===== src/rtl/hamming74_codec_if.sv =====
// Hamming(7,4) codec port bundle: encoder, decoder and counter signals.
// The master drives requests; the slave returns registered results.
interface hamming74_codec_if;
  logic       enc_ena;
  logic [3:0] enc_data_in;
  logic [6:0] enc_code_out;
  logic       enc_valid_out;

  logic       dec_ena;
  logic [6:0] dec_code_in;
  logic [3:0] dec_data_out;
  logic [2:0] dec_syndrome_out;
  logic       dec_valid_out;
  logic [2:0] dec_err_count_out;

  logic       cnt_ena;
  logic [2:0] cnt_count;
  logic       cnt_done;

  modport master (
    output enc_ena,
    output enc_data_in,
    input  enc_code_out,
    input  enc_valid_out,
    output dec_ena,
    output dec_code_in,
    input  dec_data_out,
    input  dec_syndrome_out,
    input  dec_valid_out,
    input  dec_err_count_out,
    output cnt_ena,
    input  cnt_count,
    input  cnt_done
  );

  modport slave (
    input  enc_ena,
    input  enc_data_in,
    output enc_code_out,
    output enc_valid_out,
    input  dec_ena,
    input  dec_code_in,
    output dec_data_out,
    output dec_syndrome_out,
    output dec_valid_out,
    output dec_err_count_out,
    input  cnt_ena,
    output cnt_count,
    output cnt_done
  );
endinterface


===== src/rtl/hamming74_codec.sv =====
// Hamming(7,4) encoder, single-error-correcting decoder
// with error counter, plus an independent 3-bit counter.
module hamming74_codec (
  input  logic             clk,
  input  logic             rst_n,
  hamming74_codec_if.slave io
);

  // Codeword bit i is 1-based position i+1; parity sits at 1,2,4.
  function automatic logic [6:0] encode(input logic [3:0] d);
    logic p1;
    logic p2;
    logic p4;
    p1 = d[0] ^ d[1] ^ d[3];
    p2 = d[0] ^ d[2] ^ d[3];
    p4 = d[1] ^ d[2] ^ d[3];
    return {d[3], d[2], d[1], p4, d[0], p2, p1};
  endfunction

  function automatic logic [2:0] syndrome(input logic [6:0] c);
    logic s1;
    logic s2;
    logic s4;
    s1 = c[0] ^ c[2] ^ c[4] ^ c[6];
    s2 = c[1] ^ c[2] ^ c[5] ^ c[6];
    s4 = c[3] ^ c[4] ^ c[5] ^ c[6];
    return {s4, s2, s1};
  endfunction

  logic [6:0] enc_code;
  logic       enc_valid;
  logic [3:0] dec_data;
  logic [2:0] dec_syn;
  logic       dec_valid;
  logic [2:0] dec_errs;
  logic [2:0] cnt;

  logic [2:0] syn;
  logic [6:0] flip;
  logic [6:0] fixed;

  // Syndrome value S names the 1-based position to invert.
  always_comb begin
    syn   = syndrome(io.dec_code_in);
    flip  = '0;
    if (syn != 3'd0)
      flip = 7'd1 << (syn - 3'd1);
    fixed = io.dec_code_in ^ flip;
  end

  always_ff @(posedge clk or negedge rst_n) begin
    if (!rst_n) begin
      enc_code  <= '0;
      enc_valid <= 1'b0;
    end else begin
      enc_valid <= io.enc_ena;
      if (io.enc_ena)
        enc_code <= encode(io.enc_data_in);
    end
  end

  always_ff @(posedge clk or negedge rst_n) begin
    if (!rst_n) begin
      dec_data  <= '0;
      dec_syn   <= '0;
      dec_valid <= 1'b0;
      dec_errs  <= '0;
    end else begin
      dec_valid <= io.dec_ena;
      if (io.dec_ena) begin
        dec_data <= {fixed[6], fixed[5], fixed[4], fixed[2]};
        dec_syn  <= syn;
        if (syn != 3'd0)
          dec_errs <= dec_errs + 3'd1;
      end
    end
  end

  always_ff @(posedge clk or negedge rst_n) begin
    if (!rst_n)
      cnt <= '0;
    else if (io.cnt_ena)
      cnt <= cnt + 3'd1;
  end

  assign io.enc_code_out      = enc_code;
  assign io.enc_valid_out     = enc_valid;
  assign io.dec_data_out      = dec_data;
  assign io.dec_syndrome_out  = dec_syn;
  assign io.dec_valid_out     = dec_valid;
  assign io.dec_err_count_out = dec_errs;
  assign io.cnt_count         = cnt;
  assign io.cnt_done          = (cnt == 3'd7);

endmodule


===== src/flat_wrapper.sv =====
// flat-port wrapper written by rule: the top's interface ports become plain ports
module hamming74_codec_flat 
  (clk, rst_n, io_enc_ena, io_enc_data_in, io_enc_code_out, io_enc_valid_out, io_dec_ena, io_dec_code_in, io_dec_data_out, io_dec_syndrome_out, io_dec_valid_out, io_dec_err_count_out, io_cnt_ena, io_cnt_count, io_cnt_done);
  hamming74_codec_if io_i ();
  input  logic clk;
  input  logic rst_n;
  input wire logic [$bits(io_i.enc_ena)-1:0] io_enc_ena;
  input wire logic [$bits(io_i.enc_data_in)-1:0] io_enc_data_in;
  output wire logic [$bits(io_i.enc_code_out)-1:0] io_enc_code_out;
  output wire logic [$bits(io_i.enc_valid_out)-1:0] io_enc_valid_out;
  input wire logic [$bits(io_i.dec_ena)-1:0] io_dec_ena;
  input wire logic [$bits(io_i.dec_code_in)-1:0] io_dec_code_in;
  output wire logic [$bits(io_i.dec_data_out)-1:0] io_dec_data_out;
  output wire logic [$bits(io_i.dec_syndrome_out)-1:0] io_dec_syndrome_out;
  output wire logic [$bits(io_i.dec_valid_out)-1:0] io_dec_valid_out;
  output wire logic [$bits(io_i.dec_err_count_out)-1:0] io_dec_err_count_out;
  input wire logic [$bits(io_i.cnt_ena)-1:0] io_cnt_ena;
  output wire logic [$bits(io_i.cnt_count)-1:0] io_cnt_count;
  output wire logic [$bits(io_i.cnt_done)-1:0] io_cnt_done;
  assign io_i.enc_ena = io_enc_ena;
  assign io_i.enc_data_in = io_enc_data_in;
  assign io_enc_code_out = io_i.enc_code_out;
  assign io_enc_valid_out = io_i.enc_valid_out;
  assign io_i.dec_ena = io_dec_ena;
  assign io_i.dec_code_in = io_dec_code_in;
  assign io_dec_data_out = io_i.dec_data_out;
  assign io_dec_syndrome_out = io_i.dec_syndrome_out;
  assign io_dec_valid_out = io_i.dec_valid_out;
  assign io_dec_err_count_out = io_i.dec_err_count_out;
  assign io_i.cnt_ena = io_cnt_ena;
  assign io_cnt_count = io_i.cnt_count;
  assign io_cnt_done = io_i.cnt_done;
  hamming74_codec u_core (.clk(clk), .rst_n(rst_n), .io(io_i));
endmodule

===== config.mk =====
export PLATFORM = sky130hd
export DESIGN_NAME = hamming74_codec_flat
export DESIGN_NICKNAME = d
export VERILOG_FILES = /design/src/rtl/hamming74_codec_if.sv /design/src/rtl/hamming74_codec.sv /design/src/flat_wrapper.sv
export SDC_FILE = /design/constraint.sdc
export NUM_CORES = 1
export LEC_CHECK = 0
export CAP_MARGIN = 20
export CELL_PAD_IN_SITES_DETAIL_PLACEMENT = 0
export CELL_PAD_IN_SITES_GLOBAL_PLACEMENT = 1
export CORE_MARGIN = 4
export CORE_UTILIZATION = 30
export CTS_CLUSTER_SIZE = 24
export DETAILED_ROUTE_END_ITERATION = 8
export PLACE_DENSITY_LB_ADDON = 0.1
export SLEW_MARGIN = 20
export SYNTH_ARGS = -nofsm -noshare
export SYNTH_HDL_FRONTEND = slang
export SYNTH_SLANG_ARGS = --single-unit

===== constraint.sdc =====
create_clock -name clk -period 2.9 [get_ports clk]
set_clock_uncertainty 0.15 [all_clocks]
set_input_delay 0.435 -clock clk [delete_from_list [all_inputs] [get_ports clk]]
set_output_delay 0.435 -clock clk [all_outputs]
set_load 0.01 [all_outputs]

# Word level (Yosys, flattened, before mapping)

Cells that the tools add are included.

Logic and storage cells: 31
Output and inout bits: 23
Input bits: 16
Flip-flop bits (word level): 22

Muxes and demuxes: 1
Shift-type cells: 1
Add/subtract/negate cells: 3
Eq/ne operators: 1
Bitwise operators: 16
Reductions and logical operators: 2

Operator list:

| cell                                                               | number |
|---|---|
| 1-bit bitwise XOR                                                  | 15 |
| 7-bit two-way mux                                                  | 1 |
| 1-bit by 3-bit << shifter with 7-bit output, first input constant  | 1 |
| 7-bit bitwise XOR                                                  | 1 |
| 3-bit by 1-bit adder with 3-bit output, second input constant      | 2 |
| 3-bit equality test, second input constant                         | 1 |
| 3-bit nonzero test                                                 | 1 |
| 3-bit by 1-bit subtractor with 3-bit output, second input constant | 1 |
| 2-bit AND reduction                                                | 1 |

# Longest topological paths before layout

Gate-level depths: netlist of the first run.

Word-level depth: 7
Mapped depth: 8
Depth with buffers taken out: 8

# Least setup slack after synthesis of the first run

OpenSTA, ideal clock, no wires.

Path type: input to register
Start: input port io_dec_code_in[5]
End: register u_core.dec_data[2], in the netlist u_core.io.dec_data_out[2]
Arrival time: 2.379 ns
Path slack: 0.305 ns
Setup time: 0.066 ns
Stages on the path: 8
Cell sequence: xnor2_1 > xnor2_1 > nor2_1 > ha_1 > nor2_1 > or4b_4 > a211o_1 > nand3_2

Longest elaborated chain between the ends: 6
Elaborated cells between the ends (all ways): 9

Ends and longest elaborated chain:

| element                                                  | line                                         | text |
|---|---|---|
| start: declaration                                       | flat_wrapper.sv:12                           | `input wire logic [$bits(io_i.dec_code_in)-1:0] io_dec_code_in;` |
| 1-bit bitwise XOR, on equally long branches (2 in a row) | hamming74_codec.sv:25, hamming74_codec.sv:26 |  |
| 3-bit by 1-bit subtractor with 3-bit output              | hamming74_codec.sv:47                        | `flip = 7'd1 << (syn - 3'd1);` |
| 1-bit by 3-bit << shifter with 7-bit output              | hamming74_codec.sv:47                        |  |
| 7-bit two-way mux                                        | hamming74_codec.sv:46                        | `if (syn != 3'd0)` |
| 7-bit bitwise XOR (*)                                    | hamming74_codec.sv:48                        | `fixed = io.dec_code_in ^ flip;` |
| end signal: assignment                                   | hamming74_codec.sv:71                        | `dec_data <= {fixed[6], fixed[5], fixed[4], fixed[2]};` |
| end: declaration                                         | hamming74_codec.sv:32                        | `logic [3:0] dec_data;` |

Mark *: on every way between the ends. The rest lies on a longest branch, timed or not.
A chain may end at the register's enable or synchronous reset.

# Worst setup path after layout of the first run

Ends and elaborated chain as after synthesis.

==> key figures, run 1 <==
Status
  – Status: finished clean

Clock tree
  – Clk_lat worst skew: roughly 0.26 ns
  – CTS Hold Bufs: 0
  – H-tree depth: 1
  – CTS Buffer Depth: 2
  – Clock Sinks: 22
  – Post_cts resized: 0
  – Total CTS buffers: 3
  – Post CTS Setup Buffer Count: 0
  – Clk slew on worst S/H paths: 0.08 ns
  – CTS tree: yes
  – Root buf cell: clkbuf_8

Die
  – Std-Cell Rows: 21
  – Starting Density: 32.2%
  – Die area: 4760 um^2
  – Die X-Extent: 69.0 um
  – Die H: 69.0 um
  – Top Ports: 39
  – Core box area: 3470 um^2

Routing
  – DRT iter0 DRCs: 20
  – DRT met1 WL: 1.07 mm
  – Post-DRT Antenna Nets: 0
  – Total number of vias: around 890
  – Number of iterations in the first detailed-routing pass: 4
  – Per-cell routed wire length: roughly 12 um
  – Highest metal used: met4
  – Met3 Wirelength: ~150 um
  – WL met2: 1.06 mm
  – Residual DRC count: 0
  – Routed vias/inst: 4.55
  – Final wirelength: 2.32 mm

STA
  – Hold WS: between 0.3 and 0.4 ns
  – Worst slew pin tran: 0.351 ns
  – Final Hold Vio Count: 0
  – Fmax: around 370 MHz
  – Min Tclk post-route: 2.69 ns
  – RSZ-0062 raised after global routing: no
  – Setup violators final: 0
  – Relative slew slack: between 70% and 80%
  – Final worst-path setup slack: just over 0.2 ns
  – Max-slew violation count: 0
  – Period utilisation layout: 92.9%

Power and ir drop
  – Pwr Density: 685 nW/um^2
  – Pwr Total: 1.21 mW
  – VDD IR-drop max: between 0.2 and 0.3 mV
  – P_leak: 0.753 nW

Critical path
  – Largest fanout on the critical path: 3
  – Worst Path Required: 2.96 ns
  – CP Launch Type: input port
  – Setup Crit Path Kind: input port to register
  – Crit path capture type: register
  – Arrival @ worst endpoint: 2.75 ns

Yosys
  – Avg Inst Size Synth: 12.3 um^2
  – Synthesized instance count: 91
  – Most common cell in the netlist: dfrtp_1
  – YS warnings: 0
  – Top cells by count, synth: 22 x dfrtp_1, 14 x xnor2_1, 9 x nor2_1
  – Synth top area cells: dfrtp_1 49%, xnor2_1 11%, ha_1 5.6%, mux2_1 5.0%, mux2_2 5.0%
  – Number of synthesized flops with an enable pin: 0
  – Post-synthesis cell area: 1120 um^2
  – Main synth FF type: dfrtp_1
  – Dominant cell type by area after synthesis: dfrtp_1
  – Synth Register Bits: 22
  – Register area share after synthesis: 49.3%
  – Synthesized Nets: 112
  – Asr flop ratio synth: 100%
  – Distinct cells, synth: 22
  – Share of the synthesized area in the top cell type: 49.3%

Global route
  – Congestion Overflow GR: 0
  – Total GRT Usage: 10.6%
  – Initial antenna violation count: 0
  – Largest net degree at the start of global routing: 23
  – Vias in the first global route: 892
  – Global-route wire length before repair: a little over 4 mm

Layout
  – Fraction of layout cells with a size suffix above 1: a little over a fifth
  – Layout area overhead: 58.1%
  – Final instance area: 1770 um^2
  – Final nets: 171
  – Final Instance Count excl. Fillers: 195
  – Diode count: 0

Placement
  – DP Area: 1680 um^2
  – Cell total after placement: around 190
  – Placer Congestion: 0.803
  – Dpl ws: -0.124 ns
  – IO buf count: 38
  – HPWL Detailed: 1.87 mm

Job
  – Max-Cap Viols: 0

Min path
  – Min-Delay Path Class: register to register
==> critical path, stage by stage <==
cell	delay, ns
clkdlybuf4s50_1	0.43
xnor2_1	0.33
xnor2_2	0.16
nor2_1	0.08
ha_1	0.30
nor2_1	0.15
or4b_4	0.48
a211o_1	0.32
nand3_2	0.07
==> logic make-up after synthesis <==
logic type	share of synthesized area, %
AND/OR/NAND/NOR	11.9
AO/OA/AOI/OAI	5.60
buffers and inverters	1.01
adder cells (fa/ha/maj)	5.60
XOR/XNOR	16.6
flip-flops	49.3
multiplexers	10.1
==> registers in the layout, summed over array words and instances, names as in the netlist <==
name and cells:
u_core.io.enc_valid_out 1, u_core.io.dec_err_count_out 3, u_core.io.dec_data_out 4, u_core.io.dec_syndrome_out 3, u_core.io.enc_code_out 7, u_core.io.cnt_count 3, u_core.io.dec_valid_out 1
==> cell usage in the layout, fill, tap and decap left out, drive strengths merged, types with 2 or more instances in the layout <==
master          n
or4b            2
nor2            9
clkdlybuf4s50  36
xor2            5
clkbuf          3
ha              5
dlymetal6s2s    2
nand4           4
nand3           2
dfrtp          22
a21oi           3
buf            18
mux2           10
xnor2          14
a31oi           2
nand2           3
nand4b          2
o41ai           2
a211o           2
==> final timing paths <==
kind	to	cells past startpoint	startpoint	slack, ns
worst max register to register	u_core.io.cnt_count[2]$_DFFE_PN0P_	3	u_core.io.cnt_count[0]$_DFFE_PN0P_	1.51
worst min register to register	u_core.io.dec_err_count_out[2]$_DFFE_PN0P_	1	u_core.io.dec_err_count_out[2]$_DFFE_PN0P_	0.33
max in group asynchronous	u_core.io.enc_code_out[2]$_DFFE_PN0P_	2	rst_n	2.01
worst max-delay path	u_core.io.dec_data_out[2]$_DFFE_PN0P_	9	io_dec_code_in[5]	0.21
min in group asynchronous	u_core.io.cnt_count[0]$_DFFE_PN0P_	2	rst_n	0.37
worst min-delay path	u_core.io.dec_err_count_out[2]$_DFFE_PN0P_	1	u_core.io.dec_err_count_out[2]$_DFFE_PN0P_	0.33
==> layer usage <==
metal  track usage [%]  vias up
met5                 0        -
met2              16.2       34
met4              5.64        0
met1              13.4      407
li1                  -      442
met3              3.20        5
==> report_power, final <==
group | leakage [nW] | internal, mW | switching [mW]
combinational | 0.461 | 0.299 | 0.192
clock | 0.0357 | 0.184 | 0.0990
sequential | 0.256 | 0.385 | 0.0505
total | 0.753 | 0.868 | 0.342
==> final cells by class <==
| type | instances | area [um^2] |
|---|---|---|
| inverters | 1 | 3.75 |
| clock inverters | 1 | 30.0 |
| well taps | 46 | 57.6 |
| clock buffers | 3 | 41.3 |
| flip-flops and latches | 22 | 551 |
| repair buffers | 56 | 520 |
| multi-input cells | 66 | 563 |
| fillers | 320 | 1700 |
==> through the flow <==
step / utilization, % / setup TNS, ns
floorplan: - / 0
global placement: 48.5 / -0.184
detailed placement: 48.5 / -0.249
CTS: 50.6 / 0
global route: 50.9 / 0
finish: 50.9 / 0
Power figures use the tool's default switching activity.
==> inputs of run 2 (changes only) <==
- ABC_AREA: unset -> 1
- CORE_MARGIN: 4 -> unset
- REMOVE_ABC_BUFFERS: unset -> 1
==> key figures, run 2 <==
Yosys
  – Distinct cells, synth: 20
  – Asr flop ratio synth: 100%
  – Post-synthesis cell area: 1220 um^2
  – Register area share after synthesis: about 45%
  – Top cells by count, synth: 48 x nand2_1, 22 x dfrtp_1, 12 x nor2_1, 9 x nand2_2, 9 x nand3_1
  – Synthesized instance count: 147
  – Share of the synthesized area in the top cell type: 45.0%
  – Avg Inst Size Synth: 8.32 um^2
  – Number of synthesized flops with an enable pin: 0
  – Most common cell in the netlist: nand2_1
  – Synth top area cells: dfrtp_1 45%, nand2_1 15%, ha_1 5.1%, nand2_2 4.6%, xnor2_1 4.3%
  – Synth Register Bits: 22
  – Dominant cell type by area after synthesis: dfrtp_1
  – YS warnings: 0
  – Main synth FF type: dfrtp_1

Routing
  – Total number of vias: 1027
  – Final wirelength: roughly 2.5 mm
  – Number of iterations in the first detailed-routing pass: 4
  – Post-DRT Antenna Nets: 0
  – Routed vias/inst: 4.37
  – Residual DRC count: 0
  – DRT iter0 DRCs: 37
  – Per-cell routed wire length: 10.5 um

Layout
  – Largest register FFs: 7
  – Layout area overhead: 38.8%
  – Final Util: 44.7%
  – Diode count: 0
  – Fill cells: between 300 and 400
  – Most frequent cells in the layout: 48 x nand2_1, 38 x clkdlybuf4s50_1, 22 x dfrtp_1
  – Commonest non-fill, non-tap cell in the layout: nand2_1
  – Final nets: 210
  – Fraction of layout cells with a size suffix above 1: around an eighth

Critical path
  – CP Launch Type: input port
  – Worst Path Required: just under 3 ns
  – Largest fanout on the critical path: 7
  – Setup Crit Path Kind: input port to register
  – Crit path capture type: register
  – Arrival @ worst endpoint: roughly 2.5 ns

Power and ir drop
  – VDD IR-drop max: about 0.18 mV
  – P_leak: 0.816 nW
  – Pwr Total: between 1 and 1.5 mW
  – Pwr Density: 605 nW/um^2

Clock tree
  – Clk slew on worst S/H paths: 0.07 ns
  – H-tree depth: 1
  – Clk_lat worst skew: 0.25 ns
  – Clock Sinks: 22
  – CTS Buffer Depth: 2
  – Root buf cell: clkbuf_8
  – Post CTS Setup Buffer Count: 0
  – Total CTS buffers: 3
  – Post_cts resized: 0
  – CTS tree: yes
  – CTS Hold Bufs: 0

Global route
  – Initial antenna violation count: 0
  – Largest net degree at the start of global routing: 23
  – Congestion Overflow GR: 0
  – Vias in the first global route: 1017
  – Global-route wire length before repair: 4.21 mm
  – Total GRT Usage: 12.5%

STA
  – Period utilisation layout: between 80% and 90%
  – Final worst-path setup slack: 0.433 ns
  – RSZ-0062 raised after global routing: no
  – Setup tns final: 0 ns
  – Final Hold Vio Count: 0
  – Hold WS: 0.321 ns
  – Worst slew pin tran: 0.380 ns
  – Relative slew slack: 74.6%
  – Min Tclk post-route: around 2.5 ns
  – Fmax: 405 MHz
  – Max-slew violation count: 0
  – Setup violators final: 0

Die
  – Die H: 65.9 um
  – Top Ports: 39
  – Starting Density: 32.2%
  – Std-Cell Rows: 22
  – Core box area: 3800 um^2
  – Die area: 4340 um^2
  – Die X-Extent: 65.9 um

Job
  – Max-Cap Viols: 0

Placement
  – Placer Congestion: 0.792
  – Dpl ws: ~0.15 ns
  – HPWL Detailed: 2.01 mm
  – IO buf count: 38

Status
  – Status: finished clean

Min path
  – Min-Delay Path Class: register to register
run 2: kinds of logic after synthesis:
logic type,after synthesis,share of synthesized area [%]
AOI/OAI and AO/OA,6,3.07
buffers and inverters,16,6.03
adders and majority gates,5,5.11
DFF,22,45.0
xor gates and xnor gates,11,7.87
muxes,3,2.76
and+or+nand+nor,84,30.2
run 2: final timing paths:
path                                                         endpoint  cells past startpoint                                       start  slack (ns)
max in group asynchronous       u_core.io.enc_code_out[1]$_DFFE_PN0P_                      2                                       rst_n        2.00
min reg2reg                u_core.io.dec_err_count_out[2]$_DFFE_PN0P_                      1  u_core.io.dec_err_count_out[2]$_DFFE_PN0P_        0.32
min in group asynchronous          u_core.io.cnt_count[0]$_DFFE_PN0P_                      2                                       rst_n        0.38
min                        u_core.io.dec_err_count_out[2]$_DFFE_PN0P_                      1  u_core.io.dec_err_count_out[2]$_DFFE_PN0P_        0.32
max                             u_core.io.dec_data_out[3]$_DFFE_PN0P_                     12                           io_dec_code_in[6]        0.43
max reg2reg                        u_core.io.cnt_count[2]$_DFFE_PN0P_                      3          u_core.io.cnt_count[0]$_DFFE_PN0P_        1.49
run 2: power breakdown:
group	switching (mW)	internal [mW]
clock	0.0829	0.0922
sequential	0.0487	0.378
combinational	0.185	0.240
run 2: through the flow:
| step | area (um^2) | instances |
|---|---|---|
| after global placement | 1660 | 232 |
| after global routing | 1700 | 235 |
| after detailed placement | 1660 | 232 |
| after CTS | 1700 | 235 |
| final | 1700 | 235 |
| after floorplan | 1200 | 144 |
run 2: final cells by class:
| type | instances | area [um^2] | share of cell area [%] |
|---|---|---|---|
| Sequential cell | 22 | 551 | 32.4 |
| Tap cell | 48 | 60.1 | 3.54 |
| Clock buffer | 3 | 41.3 | 2.43 |
| Inverter | 13 | 51.3 | 3.02 |
| Timing Repair Buffer | 40 | 395 | 23.3 |
| Multi-Input combinational cell | 109 | 599 | 35.3 |
run 2: worst max-delay path: stages:
cell and delay [ns]:
clkdlybuf4s50_1 0.70, inv_4 0.07, nand2_1 0.07, nand2_1 0.07
nand2_2 0.08, nand2_2 0.10, nor2_1 0.16, ha_1 0.28
nor2_1 0.22, nand4_1 0.13, nand3_1 0.10, nand2_1 0.05
run 2: routing by layer:
metal | GRT usage (%) | wire [um] | up-vias
met5 | 0 | 0 | -
met4 | 6.52 | 27 | 0
li1 | - | - | 543
met1 | 14.5 | 1100 | 450
met2 | 22.7 | 1200 | 32
met3 | 1.03 | 136 | 2
